## src/rtl/delivery_scheduler.sv

```systemverilog
// Mail drop-off sequencer: confirms a mailbox beacon from frequency windows, halts the drive
// and hands one arm job at a time. Optional arm watchdog enabled by defining ARM_TIMEOUT_EN.
module delivery_scheduler #(
  parameter int unsigned BIN0_LO = 900,
  parameter int unsigned BIN0_HI = 1500,
  parameter int unsigned BIN1_LO = 95,
  parameter int unsigned BIN1_HI = 105,
  parameter int unsigned BIN2_LO = 7,
  parameter int unsigned BIN2_HI = 12,
  parameter int unsigned CONFIRM = 2,
  parameter int unsigned HOLDOFF = 25_000_000,
  parameter int unsigned TIMEOUT = 500_000_000
) (
  input  logic        clk,
  input  logic        clr_n,
  input  logic        freq_valid,
  input  logic [31:0] freq_count,
  input  logic        arm_done,
  output logic        arm_start,
  output logic [1:0]  arm_sel,
  output logic        drive_stop,
  output logic [2:0]  delivered,
  output logic        all_done,
  output logic [2:0]  target_led,
  output logic        fault
);

  typedef enum logic [2:0] {
    S_SEARCH   = 3'd0,
    S_DISPATCH = 3'd1,
    S_BUSY     = 3'd2,
    S_HOLDOFF  = 3'd3,
    S_DONE     = 3'd4
  } state_t;

  localparam logic [3:0] CONF_TGT = 4'(CONFIRM);

  state_t      state_q, state_d;
  logic [1:0]  cand_q, cand_d;
  logic [3:0]  conf_cnt_q, conf_cnt_d;
  logic [31:0] hold_cnt_q, hold_cnt_d;
  logic        arm_start_q, arm_start_d;
  logic [1:0]  arm_sel_q, arm_sel_d;
  logic        drive_stop_q, drive_stop_d;
  logic [2:0]  delivered_q, delivered_d;
  logic        all_done_q, all_done_d;
  logic [2:0]  target_led_q, target_led_d;

  // A served mailbox is masked out so its beacon can no longer be matched.
  logic [2:0] hit;
  logic       match_any;
  logic [1:0] match_idx;
  logic [3:0] conf_next;

  always_comb begin
    hit[0] = (freq_count > BIN0_LO) && (freq_count <= BIN0_HI) && !delivered_q[0];
    hit[1] = (freq_count > BIN1_LO) && (freq_count <= BIN1_HI) && !delivered_q[1];
    hit[2] = (freq_count > BIN2_LO) && (freq_count <= BIN2_HI) && !delivered_q[2];
    match_any = |hit;
    match_idx = hit[0] ? 2'd0 : (hit[1] ? 2'd1 : 2'd2);
    if (match_idx != cand_q)       conf_next = 4'd1;
    else if (conf_cnt_q == 4'd15)  conf_next = 4'd15;
    else                           conf_next = conf_cnt_q + 4'd1;
  end

`ifdef ARM_TIMEOUT_EN
  logic [31:0] busy_cnt_q, busy_cnt_d;
  logic        fault_q, fault_d;
  assign fault = fault_q;
`else
  assign fault = 1'b0;
`endif

  always_comb begin
    state_d      = state_q;
    cand_d       = cand_q;
    conf_cnt_d   = conf_cnt_q;
    hold_cnt_d   = hold_cnt_q;
    arm_start_d  = 1'b0;
    arm_sel_d    = arm_sel_q;
    drive_stop_d = drive_stop_q;
    delivered_d  = delivered_q;
    all_done_d   = all_done_q;
    target_led_d = target_led_q;
`ifdef ARM_TIMEOUT_EN
    busy_cnt_d   = busy_cnt_q;
    fault_d      = fault_q;
`endif
    case (state_q)
      S_SEARCH: begin
        if (freq_valid) begin
          if (match_any) begin
            cand_d       = match_idx;
            conf_cnt_d   = conf_next;
            target_led_d = 3'b001 << match_idx;
            if (conf_next >= CONF_TGT) begin
              state_d      = S_DISPATCH;
              arm_sel_d    = match_idx;
              arm_start_d  = 1'b1;
              drive_stop_d = 1'b1;
            end
          end else begin
            conf_cnt_d   = 4'd0;
            target_led_d = 3'b000;
          end
        end
      end
      S_DISPATCH: begin
        state_d = S_BUSY;
`ifdef ARM_TIMEOUT_EN
        busy_cnt_d = 32'd0;
`endif
      end
      S_BUSY: begin
        // A completion on the timeout edge wins over the watchdog.
        if (arm_done) begin
          delivered_d  = delivered_q | (3'b001 << arm_sel_q);
          drive_stop_d = 1'b0;
          target_led_d = 3'b000;
          hold_cnt_d   = 32'd0;
          state_d      = S_HOLDOFF;
        end
`ifdef ARM_TIMEOUT_EN
        else if (busy_cnt_q == TIMEOUT - 1) begin
          fault_d      = 1'b1;
          drive_stop_d = 1'b0;
          target_led_d = 3'b000;
          hold_cnt_d   = 32'd0;
          state_d      = S_HOLDOFF;
        end else begin
          busy_cnt_d = busy_cnt_q + 32'd1;
        end
`endif
      end
      S_HOLDOFF: begin
        if (hold_cnt_q == HOLDOFF - 1) begin
          if (delivered_q == 3'b111) begin
            state_d      = S_DONE;
            drive_stop_d = 1'b1;
            all_done_d   = 1'b1;
            target_led_d = 3'b000;
          end else begin
            state_d    = S_SEARCH;
            conf_cnt_d = 4'd0;
          end
        end else begin
          hold_cnt_d = hold_cnt_q + 32'd1;
        end
      end
      S_DONE: begin
        state_d = S_DONE;
      end
      default: begin
        state_d = S_SEARCH;
      end
    endcase
  end

  always_ff @(posedge clk or negedge clr_n) begin
    if (!clr_n) begin
      state_q      <= S_SEARCH;
      cand_q       <= 2'd0;
      conf_cnt_q   <= 4'd0;
      hold_cnt_q   <= 32'd0;
      arm_start_q  <= 1'b0;
      arm_sel_q    <= 2'd0;
      drive_stop_q <= 1'b0;
      delivered_q  <= 3'b000;
      all_done_q   <= 1'b0;
      target_led_q <= 3'b000;
`ifdef ARM_TIMEOUT_EN
      busy_cnt_q   <= 32'd0;
      fault_q      <= 1'b0;
`endif
    end else begin
      state_q      <= state_d;
      cand_q       <= cand_d;
      conf_cnt_q   <= conf_cnt_d;
      hold_cnt_q   <= hold_cnt_d;
      arm_start_q  <= arm_start_d;
      arm_sel_q    <= arm_sel_d;
      drive_stop_q <= drive_stop_d;
      delivered_q  <= delivered_d;
      all_done_q   <= all_done_d;
      target_led_q <= target_led_d;
`ifdef ARM_TIMEOUT_EN
      busy_cnt_q   <= busy_cnt_d;
      fault_q      <= fault_d;
`endif
    end
  end

  assign arm_start  = arm_start_q;
  assign arm_sel    = arm_sel_q;
  assign drive_stop = drive_stop_q;
  assign delivered  = delivered_q;
  assign all_done   = all_done_q;
  assign target_led = target_led_q;

endmodule

```

## config.mk

```make
export PLATFORM = sky130hd
export DESIGN_NAME = delivery_scheduler
export DESIGN_NICKNAME = d
export VERILOG_FILES = /design/src/rtl/delivery_scheduler.sv
export SDC_FILE = /design/constraint.sdc
export NUM_CORES = 1
export LEC_CHECK = 0
export BUFFER_PORTS_ARGS = -buffer_cell sky130_fd_sc_hd__buf_2
export CORE_ASPECT_RATIO = 1.5
export CORE_MARGIN = 2
export CORE_UTILIZATION = 57
export CTS_CLUSTER_SIZE = 24
export DETAILED_ROUTE_END_ITERATION = 6
export PLACE_DENSITY = 0.82
export SLEW_MARGIN = 10
export SYNTH_ARGS = -nofsm -noshare
export SYNTH_HDL_FRONTEND = slang
export SYNTH_SLANG_ARGS = --single-unit
```

## constraint.sdc

```tcl
create_clock -name clk -period 3.1 [get_ports clk]
set_input_delay 0.775 -clock clk [delete_from_list [all_inputs] [get_ports clk]]
set_output_delay 0.775 -clock clk [all_outputs]
set_load 0.02 [all_outputs]
```

After elaboration in Yosys (flattened, before gate mapping)

Cells that the tools add are included.

Bits in registers: 52
Input bits: 36
Output and inout port bits: 12
Word-level logic and storage cells: 97

Add/subtract/negate cells: 2
$lt $le $gt $ge: 7
Eq/ne operators: 16
Shift-type cells: 2
Muxes and demuxes: 36
Bitwise gates (word level): 1
Reduce and logical (&&, ||, !) cells: 23

Operator list:

| kind                                                              | count |
|---|---|
| two-way mux 32 bit                                                | 2 |
| one-hot mux 32 bit (2 select lines)                               | 1 |
| two-way mux 3 bit                                                 | 11 |
| adder 32 x 1 -> 32 bit (second input constant)                    | 1 |
| equality test 32 x 25 -> 1 bit (second input constant)            | 1 |
| greater-than comparator 32 x 10 -> 1 bit (second input constant)  | 1 |
| greater-than comparator 32 x 3 -> 1 bit (second input constant)   | 1 |
| greater-than comparator 32 x 7 -> 1 bit (second input constant)   | 1 |
| less-or-equal comparator 32 x 11 -> 1 bit (second input constant) | 1 |
| less-or-equal comparator 32 x 4 -> 1 bit (second input constant)  | 1 |
| less-or-equal comparator 32 x 7 -> 1 bit (second input constant)  | 1 |
| two-way mux 4 bit                                                 | 6 |
| inequality test 2 bit (second input constant)                     | 8 |
| one-hot mux 3 bit (5 select lines)                                | 1 |
| two-way mux 1 bit                                                 | 10 |
| AND reduction 5 bit                                               | 2 |
| one-hot mux 3 bit (3 select lines)                                | 1 |
| AND reduction 3 bit                                               | 3 |
| one-hot mux 4 bit (2 select lines)                                | 1 |
| AND reduction 4 bit                                               | 2 |
| AND reduction 7 bit                                               | 1 |
| equality test 3 x 2 -> 1 bit (second input constant)              | 2 |
| equality test 3 bit (second input constant)                       | 2 |
| logical AND 1 bit                                                 | 6 |
| 15 further kinds                                                  | 20 |

Depth between registers and ports, before layout

Gate-level depths: netlist (run 1).

Depth in word-level cells: 12
Gate-level depth with buffers: 9
Mapped depth without buffers: 8

Worst setup path after synthesis (run 1)

Ideal clock, no wire load.

Path kind: input -> register
From: input freq_count[5]
To: register state_q[0]
Setup time: 0.103 ns
Data arrival time: 2.894 ns
Data required time: 2.997 ns
Setup slack: 0.103 ns
Cell stages on the path: 7
Path buffers: 0
Cells stage by stage: or3_1 -> nor4_2 -> and3b_4 -> or4_4 -> and3_4 -> or4_4 -> o41ai_2

Cells in the longest elaborated chain, start to end: 10
Elaborated cells on any way between the ends: 21
Classes of those cells: order compare: 7; eq/ne: 3; mux: 3; reduce/logical: 8

Ends and longest elaborated chain:

| element                                                                                                    | line | text |
|---|---|---|
| start, declared                                                                                            | 17   | `input logic [31:0] freq_count,` |
| greater-than comparator 32 x 7 -> 1 bit / less-or-equal comparator 32 x 7 -> 1 bit (equally long branches) | 57   | `hit[1] = (freq_count > BIN1_LO) && (freq_count <= BIN1_HI) && !delivered_q[1];` |
| logical AND 1 bit (2 in series)                                                                            | 57   |  |
| two-way mux 2 bit (2 in series)                                                                            | 60   | `match_idx = hit[0] ? 2'd0 : (hit[1] ? 2'd1 : 2'd2);` |
| inequality test 2 bit                                                                                      | 61   | `if (match_idx != cand_q) conf_next = 4'd1;` |
| two-way mux 4 bit                                                                                          | 61   |  |
| >= comparator 4 x 2 -> 1 bit                                                                               | 96   | `if (conf_next >= CONF_TGT) begin` |
| inequality test 2 bit (no line)                                                                            | n/a  |  |
| AND reduction 5 bit (no line) *                                                                            | n/a  |  |
| end signal, assigned                                                                                       | 176  | `state_q <= state_d;` |
| end, declared                                                                                              | 38   | `state_t state_q, state_d;` |

Every way passes the cells marked *; elsewhere a longest branch is shown, timed or not.
A chain may end at the register's enable or synchronous reset.

Final worst setup path (run 1)

From: input freq_count[19]
To: register state_q[0]

Same word-level chain as after synthesis.

==> results of run 1 <==
-- path summary, 6_finish.rpt --
path	from	cells past startpoint	slack, ns	to
min reg2reg	all_done$_DFFE_PN0P_	1	0.47	all_done$_DFFE_PN0P_
max	freq_count[19]	8	0.20	state_q[0]$_DFFE_PN0P_
max reg2reg	hold_cnt_q[0]$_DFFE_PN0P_	8	0.56	conf_cnt_q[0]$_DFFE_PN0P_
min	clr_n	1	0.40	hold_cnt_q[9]$_DFFE_PN0P_
min in group clk	all_done$_DFFE_PN0P_	1	0.47	all_done$_DFFE_PN0P_
max in group asynchronous	clr_n	2	1.93	hold_cnt_q[1]$_DFFE_PN0P_
-- layer usage --
layer,vias up,global-route usage,wire (um)
met1,1246,0.259,2590
met2,60,0.486,3700
li1,1322,-,-
met5,-,0,0
met3,10,0.0352,272
met4,0,0.0870,108
-- registers in the layout (all words and copies together), names as in the netlist --
register    count
conf_cnt_q      4
cand_q          2
hold_cnt_q     32
drive_stop      1
all_done        1
target_led      3
delivered       3
state_q         3
arm_sel         2
arm_start       1
-- report_power, final --
part	internal (mW)	switching, mW	total [mW]
clock	0.182	0.203	0.385
combinational	0.0323	0.0438	0.0762
sequential	0.679	0.00192	0.681
-- layout by cell type, fill, tap and decap left out, types with 2 or more instances in the layout --
cell	count
and2_1	4
inv_1	11
nand3b_1	2
and4_1	8
xnor2_1	11
dfrtp_1	52
nand2_1	28
or3_1	7
nor4_2	2
nor2_1	50
a22o_1	2
nor4_1	11
and3_1	6
o21ai_0	13
nand4_1	10
clkbuf_8	6
nand3_1	23
xor2_1	14
nand2b_1	3
ha_1	2
buf_2	46
a21oi_1	12
o31ai_1	3
mux2_2	5
or4_4	2
a31oi_1	6
buf_4	15
nor3_1	11
clkbuf_1	2
-- cell type report --
cell class	instances	area (sq um)
fill	443	1630
clock buffer	8	90.1
inverter	11	41.3
sequential	52	1300
timing repair buffer	61	343
tap	68	85.1
multi-input combinational	261	1590
-- critical path, stage by stage --
cell,delay (ns)
buf_2,0.10
nor4_1,0.37
nand4_1,0.17
or3_1,0.33
or4_4,0.43
and3_4,0.20
or4_4,0.53
o41ai_2,0.20
-- cells by family (layout without fill, tap and decap cells) --
group	Yosys count	in the layout
AOI/OAI and AO/OA	49	49
muxes	5	5
DFF	52	52
other	1	1
buffers and inverters	21	80
adders and majority gates	2	2
and+or+nand+nor	179	179
xor gates and xnor gates	25	25
==> impl_metrics.toml, run 1 <==
[floorplanning]
ios = 48
die_height_um = 92.4
die_x_um = 63.0
start_util = 0.584
dieArea_sq_um = 5820
coreArea_sq_um = 5080
rows = 32

[yosys]
yosys_warnings = 0
synth_nets = 372
avgSynthCellArea_sq_um = 8.90
synth.largest_area_cell = "dfrtp_1"
synthAdderAreaFrac = 0.00842
synth_compound_area_frac = 0.110
synth_cells = 334
ys_ff_latch = 52
synth_cell_types = 52
synth_top_area_frac = 0.438
async_flop_share = 1.00
synth-edff-count = 0
yosysMostFrequentCell = "dfrtp_1"
synthSimpleGateAreaFrac = 0.322
yosys-top-cells-count = "dfrtp_1 (52), nor2_1 (51), nand2_1 (28), nand3_1 (23), xor2_1 (14)"
synthMuxAreaShare = 0.0189
synthTopCellsByArea = "dfrtp_1 (44%), nor2_1 (6.4%), xor2_1 (4.1%)"
ys_seq_area_frac = 0.438
yosys_most_used_dff = "dfrtp_1"
synth_top_family_by_area = "simple AND/OR/NAND/NOR gates"
syn_area_sq_um = 2970
synth-xor-area-share = 0.0737

[route]
drt-total-wl_mm = 6.67
drtIter0Drc = 133
via_per_inst = 5.72
vias = 2638
route.detailed.drc = 0
ant_nets = 0
drt-pass1-iter-count = 4
wl_per_cell_um = 14.5

[layout]
fin_area_sq_um = 3450
areaGrowthSynthToFinish_pct = 16.1
diodes = 0
final_core_util = 0.679
stdcell_count = 461
final_nets = 430
drive_above_1_share = 0.216

[setup_path]
crit_path_end_kind = "flop"
crit_required_ns = 3.30
crit_path_start_kind = "input pin"
crit_path_max_fanout = 3
worstSetupPathType = "in -> reg"
cp.arrival_ns = 3.10

[timing]
period_minus_slack_ns = 2.90
worst_pin_slew_ns = 0.597
tns_ns = 0
fin_skew_ns = 0.00599
maxSlewViolCount = 0
slew_headroom = 0.598
rsz0062_at_grt = "no"
fin_crit_sh = 0.935
hold_viol_final = 0
whs_ns = 0.404
postLayoutSetupSlackWorst_ns = 0.203
setup_violations = 0
max_freq_mhz = 345

[clocking]
post_cts_buffers = 0
clock_tree.root_cell = "clkbuf_8"
cts_max_level = 2
cts_buffers = 5
clk_latency_ns = 0.30
cts-resized-gates = 0
cts_tree = "done"
clockBufferDepth = 2
cts_num_sinks = 52
cts.clk_slew.worst_paths_ns = 0.09
cts_hold_buf = 0

[placement]
gp_congestion = 0.857
hpwl_mm = 5.24
placement.io_buffers = 46
dp.cells = 453
dpl-instance-area_sq_um = 3360
pre_cts_ws_ns = -0.127

[global_route]
grt_pass1_wl_mm = 11.6
grt_max_degree = 34
antenna_found_initial = 0
grt_use_total = 0.247
grt_pass1_vias = 2715
gr-total-overflow = 0

[power]
ir_drop_v = 0.000324
total_power_mw = 1.14
p_leak_nw = 1.60
powerDensity_nw_per_um2 = 331

[worst_hold_path]
hold_class = "in -> async"

[run]
cap_violations = 0

[run_status]
outcome = "finished clean"
Power figures use the tool's default switching activity.
==> inputs of run 2 (changes only) <==
REMOVE_ABC_BUFFERS = 1   (was default)
==> run 2 against run 1 <==
Against the previous run: critical endpoint unchanged; combinational power grew 5.8%; clock skew grew 0.0034 ns; critical path depth is the same; final cell count grew 0.43%; die area is the same; power grew 10%; critical path type unchanged; maximum frequency shrank 0.67%; first-iteration DRC count grew 22%.
==> impl_metrics.toml, run 2 (synthesis gave the netlist of run 1 again) <==
[run_status]
outcome = "finished clean"

[floorplanning]
start_util = 0.584
rows = 32
ios = 48
coreArea_sq_um = 5080
dieArea_sq_um = 5820
die_height_um = 92.4
die_x_um = 63.0

[placement]
placement.io_buffers = 46
hpwl_mm = 5.29
gp_congestion = 0.846
dp.cells = 455

[layout]
areaGrowthSynthToFinish_pct = 18.3
mostFrequentLayoutCell = "dfrtp_1"
final_nets = 432
diodes = 0
largest_register_ffs = 32
layout_common_cells = "dfrtp_1 (52), nor2_1 (50), buf_2 (46), nand2_1 (28), nand3_1 (23)"
reg_top3 = "hold_cnt_q (32), conf_cnt_q (4)"
drive_above_1_share = 0.225
stdcell_count = 463
regMostFlops = "hold_cnt_q"

[route]
drt-pass1-iter-count = 4
drtIter0Drc = 162
drt-total-wl_mm = 7.07
route.detailed.drc = 0
ant_nets = 0
vias = 2715
wl_per_cell_um = 15.3
via_per_inst = 5.86

[setup_path]
crit_required_ns = 3.31
crit_path_end_kind = "flop"
crit_path_start_kind = "input pin"
rr_worst_depth = 8
cp.arrival_ns = 3.13
crit_path_max_fanout = 5
worstSetupPathType = "in -> reg"

[timing]
whs_ns = 0.451
fin_skew_ns = 0.00935
tns_ns = 0
rsz0062_at_grt = "no"
max_freq_mhz = 343
slew_headroom = 0.586
maxSlewViolCount = 0
hold_viol_final = 0
period_minus_slack_ns = 2.92
worst_pin_slew_ns = 0.620
fin_crit_sh = 0.941
setup_violations = 0

[clocking]
cts-resized-gates = 0
post_cts_buffers = 0
cts_buffers = 5
cts_tree = "done"
clk_latency_ns = 0.30
cts.clk_slew.worst_paths_ns = 0.09
clockBufferDepth = 2
cts_hold_buf = 0
cts_num_sinks = 52
clock_tree.root_cell = "clkbuf_8"
cts_max_level = 2

[global_route]
grt_pass1_wl_mm = 12.3
gr-total-overflow = 0
met2_usage = 0.520
gr-usage-met1 = 0.272
grt_use_total = 0.266
use_met3 = 0.0425
antenna_found_initial = 0
gr-max-usage-layer = "met2"
grt_pass1_vias = 2836
grt_max_degree = 53

[power]
ir_drop_v = 0.000308
powerDensity_nw_per_um2 = 359
total_power_mw = 1.26
p_leak_nw = 1.63

[worst_hold_path]
hold_class = "in -> async"

[run]
cap_violations = 0
## run 2: cell count changes in the layout (fill, tap and decap cells not counted), sizes merged
| cell | previous run | this run |
|---|---|---|
| clkbuf | 8 | 7 |
| bufinv | 0 | 1 |
| buf | 61 | 63 |
## run 2: worst paths after layout
path	start	endpoint	slack (ns)
worst max-delay path	freq_count[5]	state_q[0]$_DFFE_PN0P_	0.18
worst min-delay path	clr_n	hold_cnt_q[8]$_DFFE_PN0P_	0.45
worst max register to register	hold_cnt_q[0]$_DFFE_PN0P_	conf_cnt_q[0]$_DFFE_PN0P_	0.54
worst min register to register	all_done$_DFFE_PN0P_	all_done$_DFFE_PN0P_	0.47
max in group asynchronous	clr_n	hold_cnt_q[21]$_DFFE_PN0P_	2.41
min in group clk	all_done$_DFFE_PN0P_	all_done$_DFFE_PN0P_	0.47
## run 2: routing by layer
metal	vias up	wire, um
li1	1328	-
met1	1279	2690
met2	88	3830
met3	20	330
met4	0	221
met5	-	0
## run 2: critical path, stage by stage
cell and delay (ns):
buf_2 0.10, or3_1 0.39, nor4_2 0.15, and3b_4 0.26
or4_4 0.51, and3_4 0.21, or4_4 0.53, o41ai_2 0.20
## run 2: power breakdown
part / internal (mW) / switching (mW)
clock network: 0.285 / 0.215
logic: 0.0356 / 0.0450
registers: 0.679 / 0.00186
## run 2: layout make-up
class	count	area, sq um
Clock buffer	7	96.3
Clock inverter	1	30.0
Fill cell	414	1570
Inverter	11	41.3
Multi-Input combinational cell	261	1590
Sequential cell	52	1300
Tap cell	68	85.1
Timing Repair Buffer	63	370
## run 2: stage by stage
| stage | setup WS (ns) | cell area [sq um] | util |
|---|---|---|---|
| after floorplan | 0.103 | 2930 | - |
| after global placement | -0.0720 | 3390 | 0.666 |
| after detailed placement | -0.144 | 3390 | 0.666 |
| after CTS | 0.187 | 3510 | 0.691 |
| after global routing | 0.123 | 3510 | 0.691 |
| final | 0.183 | 3510 | 0.691 |
